File: src/rtl/dispatcher_pkg.sv
// Shared types and defaults for the MVU job dispatcher.
// The barvinn top uses the same NMVU/CFG_W defaults.
package dispatcher_pkg;

    localparam int NMVU_DEFAULT       = 8;
    localparam int CFG_W_DEFAULT      = 64;
    localparam int FIFO_DEPTH_DEFAULT = 4;
    localparam int MVU_ID_W_DEFAULT   = $clog2(NMVU_DEFAULT);

    typedef struct packed {
        logic [MVU_ID_W_DEFAULT-1:0] mvu_id;
        logic [CFG_W_DEFAULT-1:0]    cfg;
    } job_t;

    typedef enum logic {
        IDLE  = 1'b0,
        START = 1'b1
    } dispatch_state_e;

endpackage

File: src/rtl/job_fifo.sv
// Single-clock show-ahead FIFO holding queued MVU jobs.
// The head entry is visible on dout whenever the FIFO is non-empty.
module job_fifo #(
    parameter int WIDTH = 67,
    parameter int DEPTH = 4
) (
    input  logic                       clk,
    input  logic                       rst,
    input  logic                       push,
    input  logic [WIDTH-1:0]           din,
    input  logic                       pop,
    output logic [WIDTH-1:0]           dout,
    output logic                       full,
    output logic                       empty,
    output logic [$clog2(DEPTH):0]     count
);

    localparam int AW = $clog2(DEPTH);
    localparam int CW = AW + 1;

    logic [WIDTH-1:0] mem [DEPTH];
    logic [AW-1:0]    wr_ptr;
    logic [AW-1:0]    rd_ptr;
    logic             do_push;
    logic             do_pop;

    assign full    = (count == CW'(DEPTH));
    assign empty   = (count == '0);
    assign do_push = push && !full;
    assign do_pop  = pop && !empty;
    assign dout    = mem[rd_ptr];

    // Storage is data only; it needs no reset since count gates its use.
    always_ff @(posedge clk) begin
        if (do_push) begin
            mem[wr_ptr] <= din;
        end
    end

    // Pointers wrap naturally because DEPTH is a power of two.
    always_ff @(posedge clk or posedge rst) begin
        if (rst) begin
            wr_ptr <= '0;
            rd_ptr <= '0;
            count  <= '0;
        end else begin
            if (do_push) begin
                wr_ptr <= wr_ptr + AW'(1);
            end
            if (do_pop) begin
                rd_ptr <= rd_ptr + AW'(1);
            end
            case ({do_push, do_pop})
                2'b10:   count <= count + CW'(1);
                2'b01:   count <= count - CW'(1);
                default: count <= count;
            endcase
        end
    end

endmodule

File: src/rtl/mvu_job_dispatcher.sv
// Buffers MVU job descriptors from pito and issues them strictly in order,
// tracking per-MVU busy state and raising sticky completion interrupts.
module mvu_job_dispatcher
    import dispatcher_pkg::*;
#(
    parameter int NMVU       = NMVU_DEFAULT,
    parameter int CFG_W      = CFG_W_DEFAULT,
    parameter int FIFO_DEPTH = FIFO_DEPTH_DEFAULT
) (
    input  logic                          clk,
    input  logic                          rst,
    input  logic                          cmd_valid,
    output logic                          cmd_ready,
    input  logic [$clog2(NMVU)-1:0]       cmd_mvu_id,
    input  logic [CFG_W-1:0]              cmd_cfg,
    output logic [NMVU-1:0]               mvu_start,
    output logic [CFG_W-1:0]              mvu_cfg,
    input  logic [NMVU-1:0]               mvu_done,
    output logic [NMVU-1:0]               mvu_busy,
    output logic [NMVU-1:0]               irq,
    input  logic [NMVU-1:0]               irq_ack,
    output logic                          err_spurious_done,
    output logic [$clog2(FIFO_DEPTH):0]   fifo_count
);

    localparam int ID_W  = $clog2(NMVU);
    localparam int JOB_W = ID_W + CFG_W;

    dispatch_state_e   state;
    logic              fifo_full;
    logic              fifo_empty;
    logic              fifo_push;
    logic              fifo_pop;
    logic [JOB_W-1:0]  head;
    logic [ID_W-1:0]   head_id;
    logic [CFG_W-1:0]  head_cfg;
    logic [NMVU-1:0]   busy_set;
    logic [NMVU-1:0]   done_valid;
    logic [NMVU-1:0]   done_spurious;

    function automatic logic [NMVU-1:0] onehot(input logic [ID_W-1:0] id);
        logic [NMVU-1:0] v;
        v     = '0;
        v[id] = 1'b1;
        return v;
    endfunction

    assign cmd_ready = !fifo_full;
    assign fifo_push = cmd_valid && cmd_ready;
    assign fifo_pop  = (state == START);
    assign head_id   = head[JOB_W-1 -: ID_W];
    assign head_cfg  = head[CFG_W-1:0];

    job_fifo #(
        .WIDTH (JOB_W),
        .DEPTH (FIFO_DEPTH)
    ) u_job_fifo (
        .clk   (clk),
        .rst   (rst),
        .push  (fifo_push),
        .din   ({cmd_mvu_id, cmd_cfg}),
        .pop   (fifo_pop),
        .dout  (head),
        .full  (fifo_full),
        .empty (fifo_empty),
        .count (fifo_count)
    );

    // Issue stage: IDLE looks only at the registered busy vector, so a
    // done at edge Ek allows a re-dispatch to start at Ek+1 at the earliest.
    always_ff @(posedge clk or posedge rst) begin
        if (rst) begin
            state     <= IDLE;
            mvu_start <= '0;
            mvu_cfg   <= '0;
        end else begin
            case (state)
                IDLE: begin
                    if (!fifo_empty && !mvu_busy[head_id]) begin
                        mvu_start <= onehot(head_id);
                        mvu_cfg   <= head_cfg;
                        state     <= START;
                    end else begin
                        mvu_start <= '0;
                    end
                end
                START: begin
                    mvu_start <= '0;
                    state     <= IDLE;
                end
                default: begin
                    mvu_start <= '0;
                    state     <= IDLE;
                end
            endcase
        end
    end

    // The START cycle still shows the issued one-hot on mvu_start; reuse it
    // as the busy-set mask for the job being popped.
    assign busy_set      = (state == START) ? mvu_start : '0;
    assign done_valid    = mvu_done & mvu_busy;
    assign done_spurious = mvu_done & ~mvu_busy;

    // Completion stage: a done and an ack on the same MVU leave irq set.
    always_ff @(posedge clk or posedge rst) begin
        if (rst) begin
            mvu_busy          <= '0;
            irq               <= '0;
            err_spurious_done <= 1'b0;
        end else begin
            mvu_busy          <= (mvu_busy & ~done_valid) | busy_set;
            irq               <= (irq & ~irq_ack) | done_valid;
            err_spurious_done <= err_spurious_done | (|done_spurious);
        end
    end

endmodule

File: config.mk
export PLATFORM = sky130hd
export DESIGN_NAME = mvu_job_dispatcher
export DESIGN_NICKNAME = d
export VERILOG_FILES = /design/src/rtl/dispatcher_pkg.sv /design/src/rtl/job_fifo.sv /design/src/rtl/mvu_job_dispatcher.sv
export SDC_FILE = /design/constraint.sdc
export NUM_CORES = 1
export LEC_CHECK = 0
export ABC_CLOCK_PERIOD_IN_PS = 2800
export CAP_MARGIN = 25
export CORE_UTILIZATION = 49
export DETAILED_ROUTE_END_ITERATION = 6
export GPL_TIMING_DRIVEN = 0
export PLACE_DENSITY = 0.77
export SYNTH_ARGS = -nofsm -noshare
export SYNTH_HDL_FRONTEND = slang
export SYNTH_SLANG_ARGS = --single-unit
File: constraint.sdc
create_clock -name clk -period 2.8 [get_ports clk]
set_input_delay 0.42 -clock clk [delete_from_list [all_inputs] [get_ports clk]]
set_output_delay 0.42 -clock clk [all_outputs]
set_load 0.01 [all_outputs]
# --- Word-level counts from Yosys, hierarchy flattened ---
# Memories as Yosys holds them, arrays and structs flattened.
# Cells that the tools add are included.
totals:
  elab_cells: 54
  ramBits: 268
  memories: 1
  regBits: 97
memory_table:
  columns: ["memory", "words", "word_bits", "rd", "rd_clocked_by_memory_dff", "write_ports", "line_no", "source"]
  rows:
  - ["u_job_fifo.mem", 4, 67, 1, 0, 1, "job_fifo.sv:21", "logic [WIDTH-1:0] mem [DEPTH];"]
classes:
  bitwise: 11
  n_reduce_logical: 12
  mux: 12
  n_eq_ne: 3
  magnitude_cmp: 2
  n_addsub: 4
ops:
  columns: ["operator", "n"]
  rows:
  - ["8-bit AND", 4]
  - ["8-bit NOT", 3]
  - ["8-bit 2-to-1 mux", 2]
  - ["8-bit bitwise OR", 2]
  - ["8-bit one-hot mux with 2 select lines", 1]
  - ["8-bit OR reduction", 1]
  - ["3-bit one-hot mux with 2 select lines", 1]
  - ["1-bit logical AND", 5]
  - ["1-bit 2-to-1 mux", 5]
  - ["2-bit by 1-bit adder with 2-bit output (second input constant)", 2]
  - ["3-bit by 4-bit < comparator with 1-bit output (second input constant)", 1]
  - ["3-bit by 1-bit adder with 3-bit output (second input constant)", 1]
  - ["1-bit binary-select mux with 3-bit select", 1]
  - ["1-bit demux with 3-bit select", 1]
  - ["3-bit equality test (second input constant)", 1]
  - ["3-bit by 1-bit greater-or-equal comparator with 1-bit output (second input constant)", 1]
  - ["1-bit logical NOT", 3]
  - ["3-bit logical NOT", 1]
  - ["3-bit by 1-bit subtractor with 3-bit output (second input constant)", 1]
  - ["2-bit by 1-bit equality test with 1-bit output (second input constant)", 1]
  - ["2-bit equality test (second input constant)", 1]
  - ["1-bit one-hot mux with 2 select lines", 1]
  - ["2-bit AND reduction", 1]
  - ["2-bit nonzero test", 1]
  - ["2 further kinds", 2]

# --- Longest topological paths before layout ---
# An unclocked memory read counts as a cell.
depth:
  ltp_word: 7
  depth_mapped: 10

# --- Hierarchy ---
# Synthesis repeated with hierarchy kept, for this count alone.
hier_totals:
  hier_cells: 630
  area_unflattened_um2: 13604.3
by_module_without_submodules:
  columns: ["module", "cells_each", "area_each_um2", "instances", "seq_area_each_um2"]
  rows:
  - ["job_fifo", 389, 10097.2, 1, 8222.9]
  - ["mvu_job_dispatcher", 241, 3507.1, 1, 2252.2]

# --- Worst setup path after synthesis ---
# Ideal clock, no wire load.
synth_path:
  path_type: "register to register"
  startpoint: "register u_job_fifo.count[0]"
  endpoint: "memory u_job_fifo.mem[0][0], enable pin"
  setup_slack_ns: 0.010
  arrival_time_ns: 2.357
  period_less_slack_ns: 2.790
  setup_ns: 0.433
  stages_incl_launch_ff: 4
  path_cell_list: "dfrtp_1 > inv_1 > nand3_1 > and3_1"
synth_via:
  elab_chain_len: 6
synth_lines:
  columns: ["element", "line_no", "source"]
  rows:
  - ["start, declared", "job_fifo.sv:15", "output logic [$clog2(DEPTH):0] count"]
  - ["start signal, assigned", "job_fifo.sv:54", "2'b10: count <= count + CW'(1);"]
  - ["start signal, assigned", "job_fifo.sv:55", "2'b01: count <= count - CW'(1);"]
  - ["start signal, assigned", "job_fifo.sv:56", "default: count <= count;"]
  - ["3-bit equality test *", "job_fifo.sv:27", "assign full = (count == CW'(DEPTH));"]
  - ["1-bit logical NOT *", "mvu_job_dispatcher.sv:48", "assign cmd_ready = !fifo_full;"]
  - ["net cmd_ready", "mvu_job_dispatcher.sv:13", "output logic cmd_ready,"]
  - ["1-bit logical AND", "mvu_job_dispatcher.sv:49", "assign fifo_push = cmd_valid && cmd_ready;"]
  - ["1-bit logical AND *", "job_fifo.sv:29", "assign do_push = push && !full;"]
  - ["1-bit 2-to-1 mux *", "job_fifo.sv:35", "if (do_push) begin"]
  - ["1-bit 2-to-1 mux (implied by the code) *", "job_fifo.sv:36", "mem[wr_ptr] <= din;"]
  - ["end, declared", "job_fifo.sv:21", null]
# The timed path passes the listed nets; every way through them passes the cells marked *.

# --- Worst setup path after layout ---
layout_path:
  startpoint: "register u_job_fifo.rd_ptr[0]"
  endpoint: "register mvu_cfg[51]"
layout_via:
  elab_chain_len: 6
layout_lines:
  columns: ["element", "line_no", "source"]
  rows:
  - ["start, declared", "job_fifo.sv:23", "logic [AW-1:0] rd_ptr;"]
  - ["start signal, assigned", "job_fifo.sv:51", "rd_ptr <= rd_ptr + AW'(1);"]
  - ["memory read 4 x 67 bit *", null, null]
  - ["1-bit binary-select mux with 3-bit select", "mvu_job_dispatcher.sv:79", "if (!fifo_empty && !mvu_busy[head_id]) begin"]
  - ["1-bit 2-to-1 mux (implied by the code)", "mvu_job_dispatcher.sv:79", null]
  - ["1-bit logical NOT", "mvu_job_dispatcher.sv:79", null]
  - ["1-bit logical AND", "mvu_job_dispatcher.sv:79", null]
  - ["2-bit AND reduction (no line)", null, null]
  - ["end signal, assigned", "mvu_job_dispatcher.sv:81", "mvu_cfg <= head_cfg;"]
  - ["end, declared", "mvu_job_dispatcher.sv:17", "output logic [CFG_W-1:0] mvu_cfg,"]
# Mark *: on every way between the ends. The rest lies on a longest branch, timed or not. The select of a mux whose other input is x is not followed.
# A chain may end at the register's enable or synchronous reset.

==> run summary <==
TritonCTS buffer count: 37
First-pass GRT wire length: 40400 um
Combinational share of power: 34.9%
Startpoint types: flop
GRT met2 Usage: 32.7%
Seq pwr share: 41.7%
Clk sink count: 365
Pins Over Slew Limit: 0
Grt ovf: 0
Largest net degree at the start of global routing: 47
Share of cells above drive strength 1: 22.4%
CP endpoint kind: flop
Final Skew: 15.3 ps
Switch share: 28.3%
Register area share after synthesis: 77.6%
Antenna fix cells: 0
WL final: 25600 um
Tmin final: 2740 ps
Yosys warns: 0
Via count: 6709
Final Hold Fails: 0
Clock slew seen by the registers of the worst setup and hold paths: 60 ps
Post-DP HPWL: 16300 um
FF-to-FF End: mvu_cfg[51]
Skew-Pair Late Insertion Delay: 500 ps
Mapped Nets: 720
Fin Setup TNS: 0 ps
Power, Total: 19.1 mW
WP data arrival: 3120 ps
Status: finished, final reports clean
Remaining DRCs: 0
FF-to-FF setup slack: 60 ps
Max-cap check violation count: 0
Routed WL per cell: 20.9 um
CORE AREA: 27000 um^2
Fin nets: 951
Post-Synthesis Cells: 628
Busiest grt layer: met2
H-tree level count: 2
Cell variety after synth: 33
Max FO, Critical Path: 10
# IOs: 179
Hold slack: 449 ps
Int Pwr: 13.7 mW
Clock power share: 23.5%
DRT iter0 DRCs: 420
Die Width: 168 um
HP Class: input pin to asynchronous set/reset pin
Layout area overhead: 26.4%
CTS root buf: clkbuf_16
#FFs+latches synth: 365
Slew HR: 38.0%
Total die area: 28200 um^2
Total track usage: 18.9%
PD cells: 1120 nW/um^2
Vias in the first global route: 7227
Worst Tran Pin Value: 929 ps
Routing usage on met3: 3.95%
Max Clk Rate: 365 MHz
GPL Wtd Cong: 0.713
Port Buffers: 178
Maximum vdd drop: 464 uV
Vias per inst: 5.47
Standard-cell rows: 60
P_sw: 5.41 mW
Syn avg cell area: 21.5 um^2
ANT nets after route: 0
Final setup fails: 0
TritonRoute pass-1 iters: 5
CTS max path bufs: 3
Chip Height: 168 um
Worst EP required: 3180 ps
RR Startpoint: u_job_fifo.rd_ptr[0]
Met1 Resource Use GR: 24.9%
Worst-case reg-to-reg path depth: 9
CTS tree: yes
Tcrit/Tclk final: 97.9%
Initial Util: 50.1%
Critical path class: flop to flop
Synthesized cell area: 13500 um^2
Leak: 5.96 nW
Initial antenna violation count: 0
through the flow:
step	setup slack (ps)	area, um^2	utilization, %	instances
global placement	-1460	15700	58.3	1147
detailed placement	-371	15900	58.8	1153
CTS	27.8	17000	63.0	1219
global route	-44.8	17100	63.3	1226
floorplan	9.94	13500	-	628
finish	59.0	17100	63.3	1226
area by class of cell:
type	count	area, um^2
Sequential cell	365	10500
Tap cell	341	427
Clock buffer	48	977
Inverter	25	97.6
Multi-Input combinational cell	214	2800
Buffer	22	156
Timing Repair Buffer	194	2000
Fill cell	1843	9900
Clock inverter	17	123
power groups by stage:
stage                     sequential [mW]  combinational, mW  clock, mW
after floorplan                      8.25               3.70          0
after global placement               8.11               6.28          0
after detailed placement             8.06               6.55          0
after CTS                            7.98               6.62       4.59
after global routing                 8.10               7.19       4.80
final                                7.97               6.67       4.48
logic make-up (layout without fill, tap and decap cells):
logic type      count (synthesis)  after routing  synth area share (%)
compound gates                 24             24                  1.12
xor+xnor                        6              6                 0.389
fa+ha+maj                       6              6                 0.612
buf+inv                        49            306                  1.82
flops                         365            365                  77.6
mux                           135            135                  16.8
simple gates                   43             43                  1.62
repair_timing:
action / in CTS / in global routing
endpoints found under the hold margin: 0 / 0
hold buffers: 0 / 0
setup endpoints to repair: 72 / 50
resized for setup: 1 / 4
pin swaps: 1 / 1
buffers inserted: 2 / 8
layer usage:
layer	vias up	wire, um
met5	-	0
met4	0	322
met3	31	1520
met2	215	13000
met1	3514	10700
li1	2949	-
sequential cells by signal, indices dropped and copies added (netlist names):
register,flops
u_job_fifo.wr_ptr,2
u_job_fifo.rd_ptr,2
irq,8
mvu_busy,8
u_job_fifo.mem,268
mvu_cfg,64
u_job_fifo.count,3
err_spurious_done,1
mvu_start,8
fifo_pop,1
Yosys cell counts:
cell type | n | area share, %
xor2_1 | 3 | 0.19
xnor2_1 | 3 | 0.19
nand2_1 | 20 | 0.56
a211oi_4 | 1 | 0.15
o221ai_1 | 1 | 0.065
ha_1 | 5 | 0.46
edfxtp_1 | 268 | 60
buf_2 | 1 | 0.037
nand2b_1 | 1 | 0.046
o21ai_0 | 18 | 0.67
nor2b_1 | 1 | 0.046
nor2_1 | 3 | 0.083
mux4_2 | 67 | 11
a21oi_1 | 1 | 0.037
a22o_1 | 1 | 0.065
clkbuf_1 | 14 | 0.39
buf_1 | 1 | 0.028
nor3_1 | 1 | 0.037
a222oi_1 | 1 | 0.074
nor3b_1 | 6 | 0.33
a221oi_1 | 1 | 0.065
or2_2 | 1 | 0.046
mux2i_1 | 4 | 0.30
nand3_1 | 3 | 0.11
inv_1 | 25 | 0.70
fa_1 | 1 | 0.15
and4_1 | 2 | 0.13
and3_1 | 4 | 0.19
buf_6 | 8 | 0.67
dfrtp_1 | 97 | 18
and2_1 | 1 | 0.046
mux2_1 | 11 | 0.92
mux2_2 | 53 | 4.4
cells in the final DEF, fill, tap and decap left out, types with 2 or more instances in the layout:
cell | Yosys | routed
clkdlybuf4s50_1 | 0 | 178
nor2_1 | 3 | 3
nand3_1 | 3 | 3
nand2_1 | 20 | 20
ha_1 | 5 | 5
mux2i_1 | 4 | 4
mux4_2 | 67 | 67
dfrtp_1 | 97 | 97
mux2_1 | 11 | 11
o21ai_0 | 18 | 18
nor3b_1 | 6 | 6
edfxtp_1 | 268 | 268
inv_1 | 25 | 24
clkinv_2 | 0 | 5
buf_4 | 0 | 8
xnor2_1 | 3 | 3
bufinv_16 | 0 | 2
buf_12 | 0 | 7
clkinv_1 | 0 | 10
mux2_2 | 53 | 53
clkbuf_1 | 14 | 22
buf_6 | 8 | 6
and4_1 | 2 | 2
clkbuf_16 | 0 | 37
and3_4 | 0 | 4
xor2_1 | 3 | 3
how the worst max path moves through the flow:
stage                              start                     to  slack [ps]  depth (start not counted)
CTS                 u_job_fifo.rd_ptr[0]            mvu_cfg[26]          30                          9
detailed placement  u_job_fifo.rd_ptr[0]            mvu_cfg[22]        -370                          8
global placement               cmd_valid  u_job_fifo.mem[0][23]       -1460                          2
floorplan            u_job_fifo.count[0]   u_job_fifo.mem[0][0]          10                          3
finish              u_job_fifo.rd_ptr[0]            mvu_cfg[51]          60                          9
global route        u_job_fifo.rd_ptr[0]            mvu_cfg[51]         -40                          9
worst max-delay path, cell delays in order, from the launching register on:
cell and delay, ps:
dfrtp_1 370, buf_12 120, mux4_2 580, mux2i_1 190, o21ai_0 160, a211oi_4 340, buf_12 190, clkbuf_4 200
buf_6 140, mux2_2 320
No activity file was read; power rests on OpenSTA's default activity.
